==> src/rtl/room_draw_controller.sv <==
// Sequencer for the room-lock display. Each accepted lock/unlock command loads the datapath
// and enables the selected room, then waits for the VGA drawer before recording the lock state.
module room_draw_controller #(
  parameter int CLEAR_CYCLES   = 16,
  parameter int TIMEOUT_CYCLES = 1023
) (
  input  logic       clock,
  input  logic       reset,
  input  logic       cmd_valid,
  input  logic       cmd_func,
  input  logic [2:0] cmd_room,
  input  logic       draw_done,
  output logic       cmd_ready,
  output logic       loadenable,
  output logic [4:0] enable,
  output logic       clearinitsignal,
  output logic [2:0] sel_room,
  output logic       sel_func,
  output logic       draw_start,
  output logic       busy,
  output logic [4:0] lock_state,
  output logic       all_locked,
  output logic       all_locked_pulse,
  output logic       err_room,
  output logic       err_timeout
);

  localparam logic [15:0] CLEAR_LAST   = 16'(CLEAR_CYCLES - 1);
  localparam logic [15:0] TIMEOUT_LAST = 16'(TIMEOUT_CYCLES - 1);

  typedef enum logic [2:0] {
    S_INIT_CLEAR,
    S_IDLE,
    S_LOAD,
    S_ENABLE,
    S_DRAW,
    S_UPDATE
  } state_t;

  state_t      state_q, state_d;
  logic [15:0] cnt_q, cnt_d;
  logic [2:0]  sel_room_q, sel_room_d;
  logic        sel_func_q, sel_func_d;
  logic [4:0]  lock_q, lock_d;
  logic        err_room_q, err_room_d;
  logic        all_prev_q, all_prev_d;
  logic        pulse_q, pulse_d;

  always_ff @(posedge clock or negedge reset) begin
    if (!reset) begin
      state_q    <= S_INIT_CLEAR;
      cnt_q      <= '0;
      sel_room_q <= '0;
      sel_func_q <= 1'b0;
      lock_q     <= '0;
      err_room_q <= 1'b0;
      all_prev_q <= 1'b0;
      pulse_q    <= 1'b0;
    end else begin
      state_q    <= state_d;
      cnt_q      <= cnt_d;
      sel_room_q <= sel_room_d;
      sel_func_q <= sel_func_d;
      lock_q     <= lock_d;
      err_room_q <= err_room_d;
      all_prev_q <= all_prev_d;
      pulse_q    <= pulse_d;
    end
  end

  always_comb begin
    state_d     = state_q;
    cnt_d       = cnt_q + 16'd1;
    sel_room_d  = sel_room_q;
    sel_func_d  = sel_func_q;
    lock_d      = lock_q;
    err_room_d  = 1'b0;
    err_timeout = 1'b0;
    // Rising edge of the all-locked condition, delayed one cycle for the audio trigger
    all_prev_d  = &lock_q;
    pulse_d     = (&lock_q) & ~all_prev_q;

    case (state_q)
      S_INIT_CLEAR: begin
        if (cnt_q == CLEAR_LAST) begin
          state_d = S_IDLE;
          cnt_d   = '0;
        end
      end
      S_IDLE: begin
        cnt_d = '0;
        if (cmd_valid) begin
          if (cmd_room <= 3'd4) begin
            sel_room_d = cmd_room;
            sel_func_d = cmd_func;
            state_d    = S_LOAD;
          end else begin
            err_room_d = 1'b1;
          end
        end
      end
      S_LOAD: begin
        state_d = S_ENABLE;
        cnt_d   = '0;
      end
      // Two cycles cover the datapath coordinate-select register plus mux latency
      S_ENABLE: begin
        if (cnt_q == 16'd1) begin
          state_d = S_DRAW;
          cnt_d   = '0;
        end
      end
      S_DRAW: begin
        if (draw_done) begin
          state_d = S_UPDATE;
          cnt_d   = '0;
        end else if (cnt_q == TIMEOUT_LAST) begin
          err_timeout = 1'b1;
          state_d     = S_IDLE;
          cnt_d       = '0;
        end
      end
      S_UPDATE: begin
        lock_d[sel_room_q] = sel_func_q;
        state_d            = S_IDLE;
        cnt_d              = '0;
      end
      default: begin
        state_d = S_INIT_CLEAR;
        cnt_d   = '0;
      end
    endcase
  end

  assign cmd_ready        = (state_q == S_IDLE);
  assign busy             = ~cmd_ready;
  assign loadenable       = (state_q == S_LOAD);
  assign clearinitsignal  = (state_q == S_INIT_CLEAR);
  assign enable           = ((state_q == S_ENABLE) || (state_q == S_DRAW)) ? (5'b00001 << sel_room_q) : 5'd0;
  assign draw_start       = (state_q == S_DRAW) && (cnt_q == 16'd0);
  assign sel_room         = sel_room_q;
  assign sel_func         = sel_func_q;
  assign lock_state       = lock_q;
  assign all_locked       = &lock_q;
  assign all_locked_pulse = pulse_q;
  assign err_room         = err_room_q;

endmodule

==> config.mk <==
export PLATFORM = sky130hd
export DESIGN_NAME = room_draw_controller
export DESIGN_NICKNAME = d
export VERILOG_FILES = /design/src/rtl/room_draw_controller.sv
export SDC_FILE = /design/constraint.sdc
export NUM_CORES = 1
export LEC_CHECK = 0
export BUFFER_PORTS_ARGS = -buffer_cell sky130_fd_sc_hd__buf_4
export CAP_MARGIN = 0
export CORE_AREA = 2 2 99 77
export CTS_CLUSTER_DIAMETER = 60
export DETAILED_ROUTE_END_ITERATION = 8
export DIE_AREA = 0 0 101 79
export GPL_TIMING_DRIVEN = 0
export MAX_ROUTING_LAYER = met4
export PLACE_DENSITY = 0.46
export SKIP_LAST_GASP = 1
export SYNTH_ARGS = -nofsm -noshare
export SYNTH_HDL_FRONTEND = slang
export SYNTH_SLANG_ARGS = --single-unit
==> constraint.sdc <==
create_clock -name clock -period 4.9 [get_ports clock]
set_clock_uncertainty 0.2 [all_clocks]
set_input_delay 0.49 -clock clock [delete_from_list [all_inputs] [get_ports clock]]
set_output_delay 0.49 -clock clock [all_outputs]
set_load 0.02 [all_outputs]
After elaboration in Yosys (flattened, before gate mapping)
Index checks and enable logic that the tools add are counted.
{"block": "totals", "reg_bits": 31, "word_cells": 59, "input_bits": 8}
{"block": "op_classes", "addsub": 1, "n_bitwise": 3, "n_eq_ne": 13, "order_cmp": 3, "reduce_logical": 8, "mux": 22, "n_shift": 1}
{"op": "two-way mux 16 bit", "count": 4}
{"op": "case mux 16 bit (3 select lines)", "count": 1}
{"op": "two-way mux 3 bit", "count": 6}
{"op": "case mux 3 bit (6 select lines)", "count": 1}
{"op": "adder 16 x 1 -> 16 bit (second input constant)", "count": 1}
{"op": "== test 16 x 1 -> 1 bit (second input constant)", "count": 1}
{"op": "== test 16 x 10 -> 1 bit (second input constant)", "count": 1}
{"op": "== test 16 x 4 -> 1 bit (second input constant)", "count": 1}
{"op": "logical NOT 16 bit", "count": 1}
{"op": "AND reduction 5 bit", "count": 2}
{"op": "two-way mux 1 bit", "count": 7}
{"op": "== test 3 x 2 -> 1 bit (second input constant)", "count": 2}
{"op": "== test 3 bit (second input constant)", "count": 2}
{"op": "bitwise mux 5 bit", "count": 1}
{"op": "two-way mux 5 bit", "count": 1}
{"op": "<< shifter 1 x 3 -> 5 bit (first input constant)", "count": 1}
{"op": "< comparator 3 x 4 -> 1 bit (second input constant)", "count": 1}
{"op": "inequality test 2 x 1 -> 1 bit (second input constant)", "count": 2}
{"op": "inequality test 2 bit (second input constant)", "count": 2}
{"op": "demux 1 bit (select 3 bit)", "count": 1}
{"op": "== test 3 x 1 -> 1 bit (second input constant)", "count": 1}
{"op": "greater-or-equal comparator 3 x 1 -> 1 bit (second input constant)", "count": 1}
{"op": "<= comparator 3 bit (second input constant)", "count": 1}
{"op": "logical NOT 3 bit", "count": 1}
{"op": "6 further kinds", "count": 8}

Logic depth before layout (Yosys ltp)
{"block": "logic_depth", "ltp_word": 5, "ltp_mapped": 7}

Worst setup path before layout
Ideal clock, no wire load.
{"block": "synth_timing", "path_kind": "register -> output", "start": "reg state_q[1]", "end": "out enable[1]", "path_slack_ps": 2467, "path_stages_with_launch": 5, "arrival_ps": 1743, "n_path_buf": 1, "required_time_ps": 4210, "path_cell_list": "dfrtp_1 > clkbuf_1 > nor3b_1 > nor2_1 > nor4b_1"}
{"block": "synth_via", "elab_chain_len": 3}
{"element": "start: declaration", "line_no": "40", "rtl": "state_t state_q, state_d;"}
{"element": "start signal: assignment", "line_no": "60", "rtl": "state_q <= state_d;"}
{"element": "== test 3 x 2 -> 1 bit / == test 3 bit (equally long branches)", "line_no": "139", "rtl": "assign enable = ((state_q == S_ENABLE) || (state_q == S_DRAW)) ? (5'b00001 << sel_room_q) : 5'd0;"}
{"element": "logical OR 1 bit (*)", "line_no": "139"}
{"element": "two-way mux 5 bit (*)", "line_no": "139"}
{"element": "end: declaration", "line_no": "15", "rtl": "output logic [4:0] enable,"}
Mark *: on every way between the ends. The rest lies on a longest branch, timed or not.

Final worst setup path
{"block": "layout_timing", "start": "reg state_q[1]", "end": "out enable[2]"}
The elaborated chain is that of the path after synthesis.

==> results.ini <==
[status]
run_status = completed

[final_layout]
antenna_cells = 0
ratio_of_cells_with_drive_above_1_in_the_final_layout_pct = 28.2
number_of_nets_at_the_end_of_the_flow = 213
layout-area-overhead-vs-synth_pct = 27.1

[logic_synthesis]
synth_sequential_area_ratio_pct = 47.0
syn-mean-instance-area_um2 = 10.1
yosysWarningCount = 0
post_synth_inst_count = 163
synth-seq-cells = 31
synth_largest_area_cell = sky130_fd_sc_hd__dfrtp_1
synth.net_count = 175
yosys.area.top_type_share_pct = 47.0
ys_top_cells_by_area = sky130_fd_sc_hd__dfrtp_1 47%, sky130_fd_sc_hd__mux2_2 5.5%, sky130_fd_sc_hd__a21oi_1 4.5%, sky130_fd_sc_hd__xor2_1 3.7%, sky130_fd_sc_hd__ha_1 3.0%
synthDistinctLibCells = 36
synthesis.area_um2 = 1650

[floorplanning]
placeableCoreArea_um2 = 7090
initial_utilization_pct = 23.3
die-area_um2 = 7980
num_io_pins = 31
row_count = 27
height_of_the_chip_um = 79
die-width_um = 101

[power_and_ir_drop]
totalPowerFinal_w = 0.00106
peakVddDrop_v = 0.000145
power.static_leakage_nw = 0.906
p_int_w = 0.000627
pwr-share-comb_pct = 44.4
power_switching_share_pct = 40.7
clock_power_share_pct = 21.3
switching_power_w = 0.000430
cellPowerDensity_nw_per_um2 = 504
seqPwrFrac_pct = 34.3

[placement]
routabilityCongestion = 0.711
place.detailed.hpwl_mm = 2.74
placement.setup.worst_slack_ns = 2.42
io_buffers = 30

[global_routing]
grt_first_pass_wirelength_mm = 6.38
grt_util_all_layers_pct = 10.3
maximum_number_of_pins_on_one_net_before_global_route_repair = 32
first_global_vias = 1290
gr-total-overflow = 0
grt_antenna_before_repair = 0

[sta]
pin_slew_with_the_least_headroom_to_its_limit_ns = 0.546
slew_headroom_pct = 63.5
layout_min_cycle_time_ns = 2.77
timing.final.setup_violations = 0
final_hold_viol_count = 0
fin_setup_tns_ns = 0
achievable-frequency_ghz = 0.362
rsz0062_at_grt = false
layout_setup_ws_ns = 2.13
report.final.slew_viol_count = 0
final_min_period_over_clock_period_pct = 56.5

[setup_path]
timing_worst_setup_path_type = reg2out
max_incr_delay_on_cp_ns = 0.52
r2r_setup_slack_ns = 2.51
cp_top_family = simple AND/OR/NAND/NOR gates
critPathArrivalTime_ns = 2.08
timing.critical_path.from_type = register
endpoint_kind = output port
crit_buf_inv = 2
cp_cell_sequence = clkbuf_1 > nor3b_1 > nor2_1 > nor4b_1 > buf_4
timing.critical_path.fanout_max = 9
crit_slowest_cell = sky130_fd_sc_hd__nor3b_1
critical_path_required_ns = 4.21

[detailed_routing]
wl_per_cell_um = 12.8
vias = 1321
drtAntennaViolNets = 0
via_per_inst = 4.57
routed_wirelength_mm = 3.71
route.detailed.drc = 0
dr.pass1.iters = 4
first_iter_violations = 47

[cts]
tritoncts_clock_tree = done
clk_root_buffer_cell = sky130_fd_sc_hd__clkbuf_8
clock-sinks = 31
htreeDepth = 2
cts-buffers-inserted = 5
cts_buffer_depth = 2
cts.reportedPaths.clkPinSlew_ns = 0.07
worstSkewPairLatency_ns = 0.28

[min_path]
worstHoldPathType = reg2reg

[run]
maximum_capacitance_violations = 0

## final cells by class
| class | count | area [um^2] |
|---|---|---|
| flip-flops and latches | 31 | 776 |
| fillers | 754 | 5000 |
| multi-input cells | 120 | 823 |
| clock buffers | 7 | 96.3 |
| repair buffers | 31 | 235 |
| inverters | 5 | 18.8 |
| well taps | 87 | 109 |
| clock inverters | 1 | 7.51 |
| plain buffers | 7 | 32.5 |
## layer usage
| layer | up-vias | GRT usage [%] | share of wire (%) |
|---|---|---|---|
| li1 | 671 | - | - |
| met1 | 615 | 14.9 | 54 |
| met2 | 33 | 13.9 | 39 |
| met3 | 2 | 3.26 | 5.9 |
| met4 | 0 | 2.84 | 0.67 |
| met5 | - | - | 0 |
## synthesized netlist by cell type (all sizes together)
master  number
or3          2
nor4b        4
and4         3
nor3         4
nor4         7
nand4        7
and2         2
nand2       10
dfrtp       31
nand3b       1
a22oi        3
buf          3
xnor2        5
inv          5
a21bo        1
and3         5
o21ai        5
a21oi       15
or4b         1
a31o         2
a22o         1
a21boi       1
nand3        7
ha           4
nor4bb       1
nor2        10
xor2         7
nor2b        2
nor3b        2
mux2         8
clkbuf       4
## timing repair
action,4_1_cts,5_1_grt
setup buffers,0,0
endpoints found under the hold margin,31,0
resized for setup,0,0
hold buffers,1,0
## cell families after synthesis
| group | synth area share [%] |
|---|---|
| multiplexers | 5.46 |
| AND/OR/NAND/NOR | 24.6 |
| AO/OA/AOI/OAI | 10.4 |
| adder cells (fa/ha/maj) | 3.03 |
| buffers and inverters | 3.11 |
| flip-flops | 47.0 |
| XOR/XNOR | 6.37 |
## per-stage QoR
step,area [um^2],utilization [%],hold slack [ns],cells
final,2100,29.6,0.204,289
after CTS,2100,29.6,0.206,289
after global placement,1980,28.0,0.191,280
after global routing,2100,29.6,0.218,289
after detailed placement,1980,28.0,0.196,280
after floorplan,1650,-,-0.00559,163
## final timing paths
check,end,startpoint,cells after the start
max,enable[2],state_q[1]$_DFFE_PN0P_,5
min,all_locked_pulse$_DFF_PN0_,all_prev_q$_DFF_PN0_,1
max reg2reg,cnt_q[7]$_DFF_PN0_,cnt_q[11]$_DFF_PN0_,5
min reg2reg,all_locked_pulse$_DFF_PN0_,all_prev_q$_DFF_PN0_,1
max in group asynchronous,cnt_q[8]$_DFF_PN0_,reset,2
min in group asynchronous,err_room$_DFF_PN0_,reset,2
## power groups by stage
| stage | Sequential (W) | Combinational [W] | Clock (W) |
|---|---|---|---|
| floorplan | 0.000398 | 0.000264 | 0 |
| global placement | 0.000369 | 0.000469 | 0 |
| detailed placement | 0.000368 | 0.000474 | 0 |
| CTS | 0.000362 | 0.000476 | 0.000231 |
| global route | 0.000374 | 0.000524 | 0.000248 |
| finish | 0.000362 | 0.000469 | 0.000225 |
## sequential cells by signal (all words and copies together), names as in the netlist
register / cells
lock_state: 5
all_locked_pulse: 1
state_q: 3
all_prev_q: 1
cnt_q: 16
sel_func: 1
err_room: 1
sel_room: 3
## cell usage in the layout (no fill, tap or decap), drive strengths merged
cell,n
a21bo,1
a21boi,1
a21oi,15
a22o,1
a22oi,3
a31o,2
and2,2
and3,5
and4,3
buf,33
clkbuf,11
clkinvlp,1
dfrtp,31
dlygate4sd3,1
ha,4
inv,5
mux2,8
nand2,10
nand3,7
nand3b,1
nand4,7
nor2,10
nor2b,2
nor3,4
nor3b,2
nor4,7
nor4b,4
nor4bb,1
o21ai,5
or3,2
or4b,1
xnor2,5
xor2,7
No activity file was read; power rests on OpenSTA's default activity.
